--- src/rtl/apb_arb_master.sv ---
// rtl/apb_arb_master.sv - two-requester round-robin APB master (optional watchdog: APB_ARB_TIMEOUT_EN)
module apb_arb_master #(
  parameter int ADDR_WIDTH     = 8,
  parameter int DATA_WIDTH     = 32,
  parameter int TIMEOUT_CYCLES = 16
) (
  input  logic                  clk,
  input  logic                  arst_n,
  input  logic                  req0_valid,
  input  logic                  req0_write,
  input  logic [ADDR_WIDTH-1:0] req0_addr,
  input  logic [DATA_WIDTH-1:0] req0_wdata,
  output logic                  req0_ready,
  input  logic                  req1_valid,
  input  logic                  req1_write,
  input  logic [ADDR_WIDTH-1:0] req1_addr,
  input  logic [DATA_WIDTH-1:0] req1_wdata,
  output logic                  req1_ready,
  output logic [DATA_WIDTH-1:0] req_rdata,
  output logic                  req_err,
  output logic [3:0]            psel,
  output logic                  penable,
  output logic [ADDR_WIDTH-1:0] paddr,
  output logic                  pwrite,
  output logic [DATA_WIDTH-1:0] pwdata,
  input  logic [DATA_WIDTH-1:0] prdata,
  input  logic                  pready
);

  typedef enum logic [1:0] {IDLE, SETUP, ACCESS} state_e;

  state_e                state_q, state_d;
  logic                  last_q, last_d;
  logic                  gnt_q, gnt_d;
  logic                  write_q, write_d;
  logic [ADDR_WIDTH-1:0] addr_q, addr_d;
  logic [DATA_WIDTH-1:0] wdata_q, wdata_d;
  logic                  timeout;
  logic                  done;

`ifdef APB_ARB_TIMEOUT_EN
  localparam int CW = $clog2(TIMEOUT_CYCLES + 1);
  logic [CW-1:0] cnt_q, cnt_d;

  // cnt_q counts earlier stalled ACCESS cycles, so the current one is cnt_q+1
  assign timeout = (state_q == ACCESS) && !pready && (cnt_q == CW'(TIMEOUT_CYCLES - 1));

  always_comb begin
    cnt_d = cnt_q;
    if (state_q == SETUP) begin
      cnt_d = '0;
    end else if (state_q == ACCESS && !pready) begin
      cnt_d = cnt_q + 1'b1;
    end
  end

  always_ff @(posedge clk or negedge arst_n) begin
    if (!arst_n) begin
      cnt_q <= '0;
    end else begin
      cnt_q <= cnt_d;
    end
  end
`else
  logic unused_timeout_cfg;
  assign unused_timeout_cfg = ^TIMEOUT_CYCLES;
  assign timeout = 1'b0;
`endif

  assign done = (state_q == ACCESS) && (pready || timeout);

  always_comb begin
    state_d = state_q;
    last_d  = last_q;
    gnt_d   = gnt_q;
    write_d = write_q;
    addr_d  = addr_q;
    wdata_d = wdata_q;
    case (state_q)
      IDLE: begin
        if (req0_valid || req1_valid) begin
          // req1 wins only alone or when req0 held the previous grant
          gnt_d   = req1_valid && (!req0_valid || !last_q);
          last_d  = gnt_d;
          write_d = gnt_d ? req1_write : req0_write;
          addr_d  = gnt_d ? req1_addr  : req0_addr;
          wdata_d = gnt_d ? req1_wdata : req0_wdata;
          state_d = SETUP;
        end
      end
      SETUP:   state_d = ACCESS;
      ACCESS:  if (done) state_d = IDLE;
      default: state_d = IDLE;
    endcase
  end

  always_ff @(posedge clk or negedge arst_n) begin
    if (!arst_n) begin
      state_q <= IDLE;
      last_q  <= 1'b1;
      gnt_q   <= 1'b0;
      write_q <= 1'b0;
      addr_q  <= '0;
      wdata_q <= '0;
    end else begin
      state_q <= state_d;
      last_q  <= last_d;
      gnt_q   <= gnt_d;
      write_q <= write_d;
      addr_q  <= addr_d;
      wdata_q <= wdata_d;
    end
  end

  always_comb begin
    psel = '0;
    if (state_q != IDLE) begin
      psel[addr_q[ADDR_WIDTH-1:ADDR_WIDTH-2]] = 1'b1;
    end
  end

  assign penable    = (state_q == ACCESS);
  assign paddr      = addr_q;
  assign pwrite     = write_q;
  assign pwdata     = wdata_q;
  assign req0_ready = done && !gnt_q;
  assign req1_ready = done && gnt_q;
  assign req_rdata  = (done && !write_q && !timeout) ? prdata : '0;
  assign req_err    = timeout;

endmodule

--- config.mk ---
export PLATFORM = sky130hd
export DESIGN_NAME = apb_arb_master
export DESIGN_NICKNAME = d
export VERILOG_FILES = /design/src/rtl/apb_arb_master.sv
export SDC_FILE = /design/constraint.sdc
export NUM_CORES = 1
export LEC_CHECK = 0
export ABC_CLOCK_PERIOD_IN_PS = 1900
export CAP_MARGIN = 20
export CORE_MARGIN = 5
export CORE_UTILIZATION = 35
export DETAILED_ROUTE_END_ITERATION = 6
export PLACE_DENSITY = 0.83
export SLEW_MARGIN = 40
export SYNTH_ARGS = -nofsm -noshare
export SYNTH_HDL_FRONTEND = slang
export SYNTH_SLANG_ARGS = --single-unit
--- constraint.sdc ---
create_clock -name clk -period 1.9 [get_ports clk]
set_input_delay 0.38 -clock clk [delete_from_list [all_inputs] [get_ports clk]]
set_output_delay 0.38 -clock clk [all_outputs]
set_load 0.005 [all_outputs]
==> results of run 1 <==
flip-flops by register name, summed over array words and instances (netlist names):
| signal | count |
|---|---|
| last_q | 1 |
| pwdata | 32 |
| pwrite | 1 |
| gnt_q | 1 |
| state_q | 2 |
| paddr | 8 |
worst reg2reg max path: stages (launching register included):
cell     delay [ns]
dfstp_2        0.54
a21bo_2        0.18
buf_4          0.29
mux2_4         0.35
mux2_4         0.25
what timing repair did:
item                       4_1_cts  5_1_grt
setup endpoints to repair       39       34
gates cloned                     3        0
pin swaps                       28        6
resized for setup              182       44
buffers inserted                14        1
power by group:
part | leakage, nW | switching [mW] | internal [mW] | total, mW
Combinational | 1.88 | 1.14 | 2.56 | 3.70
Sequential | 0.525 | 0.325 | 1.47 | 1.79
Clock | 0.0455 | 0.300 | 0.297 | 0.596
Total | 2.45 | 1.77 | 4.32 | 6.09
cell usage in the layout, fill, tap and decap left out, drive strengths merged:
cell type	n
mux2	82
mux2i	1
o21a	1
conb	1
nor2b	1
dlygate4sd2	6
a21oi	1
nand2b	1
and3b	1
a31oi	1
nor3	1
inv	1
nor3b	2
o32ai	1
buf	62
dfstp	1
clkbuf	9
dfrtp	44
nor2	4
and2	32
a21bo	1
nand3b	1
clkdlybuf4s50	157
cells by family (layout without fill, tap and decap cells):
| group | after synthesis | after routing | share of synthesized area |
|---|---|---|---|
| multiplexers | 83 | 83 | 0.434 |
| flip-flops | 45 | 45 | 0.399 |
| AND/OR/NAND/NOR | 43 | 43 | 0.0934 |
| buffers and inverters | 15 | 235 | 0.0589 |
| AO/OA/AOI/OAI | 5 | 5 | 0.0133 |
| other | 1 | 1 | 0.00133 |
area by class of cell:
| type | instances | share of cell area |
|---|---|---|
| clock buffer | 8 | 0.0171 |
| inverter | 1 | 0.000712 |
| multi-input combinational | 132 | 0.308 |
| sequential | 45 | 0.214 |
| tap | 102 | 0.0242 |
| timing repair buffer | 226 | 0.436 |
worst max-delay path by stage:
stage	start	endpoint	slack, ns	cells past startpoint
after floorplan	state_q[0]$_DFFE_PN0P_	paddr[0]$_DFFE_PN0P_	0.32	5
after global placement	pready	req_rdata[19]	-0.42	6
after detailed placement	pready	req_rdata[19]	-0.47	6
after CTS	state_q[0]$_DFFE_PN0P_	req_rdata[0]	-0.12	7
after global routing	state_q[0]$_DFFE_PN0P_	req_rdata[4]	-0.18	7
final	state_q[0]$_DFFE_PN0P_	req_rdata[4]	-0.10	7
layer usage:
metal | share of wire | routed length, um | vias up
li1 | - | - | 1098
met1 | 0.37 | 3540 | 1121
met2 | 0.54 | 5130 | 100
met3 | 0.067 | 642 | 18
met4 | 0.027 | 260 | 0
met5 | 0 | 0 | -
==> impl_metrics.xml, run 1 <==
<?xml version="1.0" encoding="UTF-8"?>
<metrics>
  <group name="timing">
    <metric name="final_worst_slack" unit="ns">-0.101</metric>
    <metric name="final-hold-violation-count" unit="">0</metric>
    <metric name="max_slew_margin" unit="">0.646</metric>
    <metric name="setup_total_negative_slack" unit="ns">-0.848</metric>
    <metric name="holdWs" unit="ns">0.0557</metric>
    <metric name="post-route-period-util" unit="">1.05</metric>
    <metric name="fmax" unit="GHz">0.500</metric>
    <metric name="grt_setup_unrepaired" unit="">true</metric>
    <metric name="maxSlewViolCount" unit="">0</metric>
    <metric name="finClkSkew" unit="ns">0.00923</metric>
    <metric name="setup_violations" unit="">22</metric>
    <metric name="post-route-min-period" unit="ns">2.00</metric>
    <metric name="worst-slew-pin-transition" unit="ns">0.531</metric>
  </group>
  <group name="finish">
    <metric name="fin_util" unit="">0.676</metric>
    <metric name="fillCellCount" unit="">566</metric>
    <metric name="syn_to_final_growth" unit="%">86.7</metric>
    <metric name="regArea" unit="um2">1130</metric>
    <metric name="final_cells" unit="">514</metric>
    <metric name="layout-drive-gt1-share" unit="">0.456</metric>
    <metric name="final_nets" unit="">530</metric>
    <metric name="design_area" unit="um2">5280</metric>
    <metric name="antenna_cells" unit="">0</metric>
    <metric name="multi_input_combinational_cell_area" unit="um2">1630</metric>
  </group>
  <group name="clock_network">
    <metric name="clk_path_buf_depth" unit="">2</metric>
    <metric name="clock_transition_at_the_register_clock_pins_on_the_worst_setup_and_hold_paths_after_cts" unit="ns">0.09</metric>
    <metric name="postCtsHoldBufs" unit="">0</metric>
    <metric name="htree_num_levels" unit="">2</metric>
    <metric name="numCtsBuffers" unit="">5</metric>
    <metric name="cts_tree" unit="">yes</metric>
    <metric name="ctsRootBufferMaster" unit="">clkbuf_8</metric>
    <metric name="tritoncts_num_sinks" unit="">45</metric>
    <metric name="insertion_delay" unit="ns">0.29</metric>
  </group>
  <group name="floorplanning">
    <metric name="die_w" unit="um">99.8</metric>
    <metric name="core_region_area" unit="um2">7810</metric>
    <metric name="start_util" unit="">0.362</metric>
    <metric name="die-height" unit="um">99.8</metric>
    <metric name="die-area" unit="um2">9970</metric>
    <metric name="row_count" unit="">32</metric>
    <metric name="design.portCount" unit="">200</metric>
  </group>
  <group name="detailed_routing">
    <metric name="firstDrtPassIters" unit="">4</metric>
    <metric name="drtIter0Drc" unit="">49</metric>
    <metric name="finalWirelength" unit="um">9570</metric>
    <metric name="detail_route.wl_per_cell" unit="um">18.6</metric>
    <metric name="route.vias.total" unit="">2337</metric>
    <metric name="drc" unit="">0</metric>
    <metric name="post_drt_via_cell_ratio" unit="">4.55</metric>
    <metric name="ant_nets" unit="">0</metric>
  </group>
  <group name="synth">
    <metric name="synth_nets" unit="">311</metric>
    <metric name="ys_async_sr_fraction" unit="">1.00</metric>
    <metric name="synth_common_cells" unit="">mux2_4, dfrtp_1, and2_1</metric>
    <metric name="syn_inst" unit="">192</metric>
    <metric name="synthMostInstantiatedCell" unit="">mux2_4</metric>
    <metric name="synth_edf_count" unit="">0</metric>
    <metric name="sequential_share_of_the_synthesized_area" unit="">0.399</metric>
    <metric name="synthDominantAreaCellType" unit="">mux2_4</metric>
    <metric name="yosys_register_bits" unit="">45</metric>
    <metric name="mappedNetlistArea" unit="um2">2830</metric>
    <metric name="synth_largest_type_area_fraction" unit="">0.415</metric>
    <metric name="synthFlopType" unit="">dfrtp_1</metric>
    <metric name="syn_area_per_cell" unit="um2">14.7</metric>
    <metric name="yosys_warnings" unit="">0</metric>
    <metric name="netlist_top_cells_area" unit="">mux2_4, dfrtp_1, and2_1</metric>
    <metric name="ys_types" unit="">24</metric>
  </group>
  <group name="worst_setup_path">
    <metric name="rrSetupSlack" unit="ns">0.18</metric>
    <metric name="worst-endpoint-required" unit="ns">1.52</metric>
    <metric name="crit_chain" unit="">nand3b_1 -&gt; nor2_4 -&gt; buf_6 -&gt; buf_6 -&gt; buf_6 -&gt; and2_4 -&gt; buf_6</metric>
    <metric name="timing.critical_path.slowest_cell_delay" unit="ns">0.37</metric>
    <metric name="worstSetupPathType" unit="">flop to output port</metric>
    <metric name="worst_r2r_path_depth" unit="">4</metric>
    <metric name="cp_data_arrival_time" unit="ns">1.62</metric>
    <metric name="worst_r2r_endpoint" unit="">pwdata[2]$_DFFE_PN0P_</metric>
    <metric name="crit_fanout" unit="">4</metric>
    <metric name="setup.worst_path.end_class" unit="">output port</metric>
    <metric name="reg2reg_from" unit="">last_q$_DFFE_PN1P_</metric>
    <metric name="critical_path.top_delay_family" unit="">simple AND/OR/NAND/NOR gates</metric>
    <metric name="path_buf_inv" unit="">4</metric>
    <metric name="path_common_cell" unit="">buf_6</metric>
    <metric name="cell_with_the_largest_stage_delay_on_the_worst_path" unit="">dfrtp_1</metric>
    <metric name="timing.critical_path.from_type" unit="">flop</metric>
  </group>
  <group name="power_and_ir_drop">
    <metric name="design_power_total" unit="mW">6.09</metric>
    <metric name="static-leakage-power" unit="nW">2.45</metric>
    <metric name="vdd_drop_max" unit="mV">0.631</metric>
    <metric name="power.density" unit="nW/um2">1150</metric>
  </group>
  <group name="placement">
    <metric name="placed_area" unit="um2">4920</metric>
    <metric name="dp_worst_setup_slack" unit="ns">-0.471</metric>
    <metric name="post-place-cells" unit="">491</metric>
    <metric name="finalWeightedCongestion" unit="">0.806</metric>
    <metric name="port-buffer-count" unit="">198</metric>
    <metric name="place.detailed.hpwl" unit="um">7090</metric>
  </group>
  <group name="grt">
    <metric name="track_usage" unit="">0.177</metric>
    <metric name="initial_antenna_violation_count" unit="">0</metric>
    <metric name="grt_pass1_wl" unit="um">13900</metric>
    <metric name="grt_util_met2" unit="">0.324</metric>
    <metric name="grt.met1_usage" unit="">0.199</metric>
    <metric name="global_route.peak_usage_layer" unit="">met2</metric>
    <metric name="grt-ovfl-total" unit="">0</metric>
    <metric name="grt_max_degree" unit="">25</metric>
    <metric name="met3_usage" unit="">0.0459</metric>
    <metric name="grt_pass1_vias" unit="">2636</metric>
  </group>
  <group name="job">
    <metric name="max-cap-violations" unit="">0</metric>
  </group>
  <group name="worst_hold_path">
    <metric name="min_path_type" unit="">input port to asynchronous set/reset pin</metric>
  </group>
  <group name="run_status">
    <metric name="status" unit="">finished, violations left</metric>
    <metric name="violations" unit="">negative setup slack</metric>
  </group>
</metrics>
(Power assumes the default switching activity.)
==> run 2, diff against run 1 <==
Settings changed: ABC_AREA set to 1.
==> run 2 against run 1 <==
The flow still finishes with violations (negative setup slack). Clock skew shrank 0.0019 ns. Combinational power fell by 10%. Final cell count grew 47%. Utilization down 2.2 points. Die area decreased by 0.80%. Total power down 7.0%. Hold slack got worse by 0.023 ns. Global-route usage grew 2.3 points. Non-clock buffer count shrank 4. Clock power rose by 4.0%. Critical endpoint is now req_rdata[30]. Largest cell class unchanged. Largest power group unchanged. Highest routed layer unchanged.
==> impl_metrics.xml, run 2 <==
<?xml version="1.0" encoding="UTF-8"?>
<metrics>
  <group name="run_status">
    <metric name="status" unit="">finished, violations left</metric>
    <metric name="violations" unit="">negative setup slack</metric>
  </group>
  <group name="synth">
    <metric name="yosys_register_bits" unit="">45</metric>
    <metric name="synth_largest_type_area_fraction" unit="">0.393</metric>
    <metric name="syn_area_per_cell" unit="um2">6.22</metric>
    <metric name="synth_common_cells" unit="">nand2_1, inv_1, nand3_1</metric>
    <metric name="synth_nets" unit="">569</metric>
    <metric name="synthFlopType" unit="">dfrtp_1</metric>
    <metric name="synth_edf_count" unit="">0</metric>
    <metric name="synthMostInstantiatedCell" unit="">nand2_1</metric>
    <metric name="syn_inst" unit="">450</metric>
    <metric name="yosys_warnings" unit="">0</metric>
    <metric name="ys_types" unit="">16</metric>
    <metric name="mappedNetlistArea" unit="um2">2800</metric>
    <metric name="synthDominantAreaCellType" unit="">dfrtp_1</metric>
    <metric name="ys_async_sr_fraction" unit="">1.00</metric>
    <metric name="netlist_top_cells_area" unit="">dfrtp_1, nand2_1, inv_1</metric>
    <metric name="sequential_share_of_the_synthesized_area" unit="">0.403</metric>
  </group>
  <group name="power_and_ir_drop">
    <metric name="vdd_drop_max" unit="mV">0.545</metric>
    <metric name="p_clk_frac" unit="">0.109</metric>
    <metric name="swShare" unit="">0.373</metric>
    <metric name="power.combinational.fraction" unit="">0.587</metric>
    <metric name="seq_power_share" unit="">0.304</metric>
    <metric name="static-leakage-power" unit="nW">2.85</metric>
    <metric name="power.switching" unit="mW">2.11</metric>
    <metric name="power.density" unit="nW/um2">1120</metric>
    <metric name="internal_power" unit="mW">3.55</metric>
    <metric name="design_power_total" unit="mW">5.67</metric>
  </group>
  <group name="finish">
    <metric name="design_area" unit="um2">5080</metric>
    <metric name="layout.cells.most_common" unit="">clkdlybuf4s50_1</metric>
    <metric name="syn_to_final_growth" unit="%">81.3</metric>
    <metric name="final_nets" unit="">773</metric>
    <metric name="layout_common_cells" unit="">clkdlybuf4s50_1, nand2_1, inv_1, nand3_1, dfrtp_1</metric>
    <metric name="antenna_cells" unit="">0</metric>
    <metric name="largest_register_ff_count" unit="">32</metric>
    <metric name="layout-drive-gt1-share" unit="">0.137</metric>
  </group>
  <group name="floorplanning">
    <metric name="design.portCount" unit="">200</metric>
    <metric name="die_w" unit="um">99.4</metric>
    <metric name="core_region_area" unit="um2">7770</metric>
    <metric name="start_util" unit="">0.361</metric>
    <metric name="die-height" unit="um">99.4</metric>
    <metric name="die-area" unit="um2">9890</metric>
    <metric name="row_count" unit="">32</metric>
  </group>
  <group name="job">
    <metric name="max-cap-violations" unit="">0</metric>
  </group>
  <group name="timing">
    <metric name="setup_total_negative_slack" unit="ns">-0.0422</metric>
    <metric name="post-route-period-util" unit="">1.01</metric>
    <metric name="final_worst_slack" unit="ns">-0.0118</metric>
    <metric name="fmax" unit="GHz">0.523</metric>
    <metric name="setup_violations" unit="">6</metric>
    <metric name="maxSlewViolCount" unit="">0</metric>
    <metric name="grt_setup_unrepaired" unit="">true</metric>
    <metric name="post-route-min-period" unit="ns">1.91</metric>
    <metric name="final-hold-violation-count" unit="">0</metric>
    <metric name="finClkSkew" unit="ns">0.00734</metric>
    <metric name="holdWs" unit="ns">0.0325</metric>
  </group>
  <group name="clock_network">
    <metric name="numCtsBuffers" unit="">5</metric>
    <metric name="clock_transition_at_the_register_clock_pins_on_the_worst_setup_and_hold_paths_after_cts" unit="ns">0.09</metric>
    <metric name="htree_num_levels" unit="">2</metric>
    <metric name="insertion_delay" unit="ns">0.30</metric>
    <metric name="postCtsHoldBufs" unit="">0</metric>
    <metric name="ctsRootBufferMaster" unit="">clkbuf_8</metric>
    <metric name="clk_path_buf_depth" unit="">2</metric>
    <metric name="tritoncts_num_sinks" unit="">45</metric>
    <metric name="cts_tree" unit="">yes</metric>
  </group>
  <group name="detailed_routing">
    <metric name="ant_nets" unit="">0</metric>
    <metric name="drc" unit="">0</metric>
    <metric name="drtIter0Drc" unit="">92</metric>
    <metric name="route.vias.total" unit="">3388</metric>
    <metric name="post_drt_via_cell_ratio" unit="">4.48</metric>
    <metric name="detail_route.wl_per_cell" unit="um">13.6</metric>
    <metric name="finalWirelength" unit="um">10300</metric>
    <metric name="firstDrtPassIters" unit="">6</metric>
  </group>
  <group name="worst_setup_path">
    <metric name="timing.critical_path.to" unit="">req_rdata[30]</metric>
    <metric name="setup.worst_path.end_class" unit="">output port</metric>
    <metric name="rrSetupSlack" unit="ns">0.42</metric>
    <metric name="cp_data_arrival_time" unit="ns">1.53</metric>
    <metric name="timing.critical_path.from_type" unit="">flop</metric>
    <metric name="worst-endpoint-required" unit="ns">1.52</metric>
    <metric name="crit_fanout" unit="">8</metric>
    <metric name="worst_r2r_path_depth" unit="">9</metric>
    <metric name="worst_r2r_endpoint" unit="">pwdata[12]$_DFFE_PN0P_</metric>
    <metric name="worstSetupPathType" unit="">flop to output port</metric>
    <metric name="reg2reg_from" unit="">state_q[0]$_DFFE_PN0P_</metric>
    <metric name="crit_start" unit="">state_q[0]$_DFFE_PN0P_</metric>
  </group>
  <group name="grt">
    <metric name="grt_pass1_wl" unit="um">16100</metric>
    <metric name="track_usage" unit="">0.200</metric>
    <metric name="grt_pass1_vias" unit="">3386</metric>
    <metric name="initial_antenna_violation_count" unit="">0</metric>
    <metric name="grt_max_degree" unit="">30</metric>
    <metric name="grt-ovfl-total" unit="">0</metric>
  </group>
  <group name="worst_hold_path">
    <metric name="min_path_type" unit="">input port to asynchronous set/reset pin</metric>
  </group>
  <group name="placement">
    <metric name="place.detailed.hpwl" unit="um">7990</metric>
    <metric name="finalWeightedCongestion" unit="">0.899</metric>
    <metric name="placed_area" unit="um2">4930</metric>
    <metric name="port-buffer-count" unit="">198</metric>
  </group>
</metrics>
-- run 2: changes by cell type after synthesis, moves of 5 or more --
cell / previous run / this run
clkbuf_1: 3 / 8
buf_2: 0 / 15
buf_6: 5 / 0
mux2_4: 78 / 0
nor2_1: 4 / 38
nand3_1: 0 / 83
nand2_1: 0 / 129
and2_1: 32 / 0
inv_1: 1 / 119
-- run 2: power groups by stage --
stage | Clock, mW | Combinational [mW] | Sequential, mW
6_report | 0.620 | 3.33 | 1.72
4_1_cts | 0.638 | 3.29 | 1.72
5_1_grt | 0.679 | 3.67 | 1.80
2_1_floorplan | 0 | 1.26 | 1.76
3_5_place_dp | 0 | 3.22 | 1.74
3_3_place_gp | 0 | 3.14 | 1.73
-- run 2: critical path, cell delays in order (launching register included) --
cell and delay [ns]:
dfrtp_1 0.42, nor2_4 0.12, nand3b_1 0.11, buf_4 0.17, buf_8 0.14, nor2_2 0.08, clkdlybuf4s15_2 0.20
-- run 2: worst min path at each step --
| stage | to | slack (ns) | cells past startpoint | from |
|---|---|---|---|---|
| 6_report | pwdata[12]$_DFFE_PN0P_ | 0.03 | 1 | arst_n |
| 5_1_grt | pwdata[6]$_DFFE_PN0P_ | 0.06 | 1 | arst_n |
| 4_1_cts | pwdata[12]$_DFFE_PN0P_ | 0.05 | 1 | arst_n |
| 3_5_place_dp | pwdata[12]$_DFFE_PN0P_ | 0.38 | 1 | arst_n |
| 3_3_place_gp | pwdata[11]$_DFFE_PN0P_ | 0.37 | 1 | arst_n |
| 2_1_floorplan | gnt_q$_DFFE_PN0P_ | 0.08 | 0 | arst_n |
-- run 2: cells by family after synthesis --
family                 share of synthesized area
DFF                                        0.403
AOI/OAI and AO/OA                        0.00179
and+or+nand+nor                            0.391
other                                    0.00134
buffers and inverters                      0.204
-- run 2: routing by layer --
metal	track usage	part of all wire	routed length, um
met1	0.221	0.39	3970
met2	0.368	0.52	5310
met3	0.0575	0.081	834
met4	0.0620	0.014	141
met5	0	0	0
-- run 2: layout make-up --
class	count	area (um2)
clock inverters	1	7.51
clock buffers	7	86.3
fillers	679	2690
multi-input cells	260	1170
flip-flops and latches	45	1130
well taps	102	128
inverters	120	450
repair buffers	222	2100
-- run 2: metrics by stage --
| step | setup WS (ns) | instances | utilization |
|---|---|---|---|
| 2_1_floorplan | 0.540 | 450 | - |
| 3_3_place_gp | -0.235 | 739 | 0.635 |
| 3_5_place_dp | -0.304 | 739 | 0.635 |
| 4_1_cts | -0.0192 | 752 | 0.653 |
| 5_1_grt | -0.107 | 757 | 0.654 |
| 6_report | -0.0118 | 757 | 0.654 |
-- run 2: timing repair --
action,CTS,global route
setup buffers,4,5
gates cloned,1,1
pin swaps,3,2
hold endpoints to repair,0,0
resized for setup,113,42
endpoints found under the setup margin,38,34
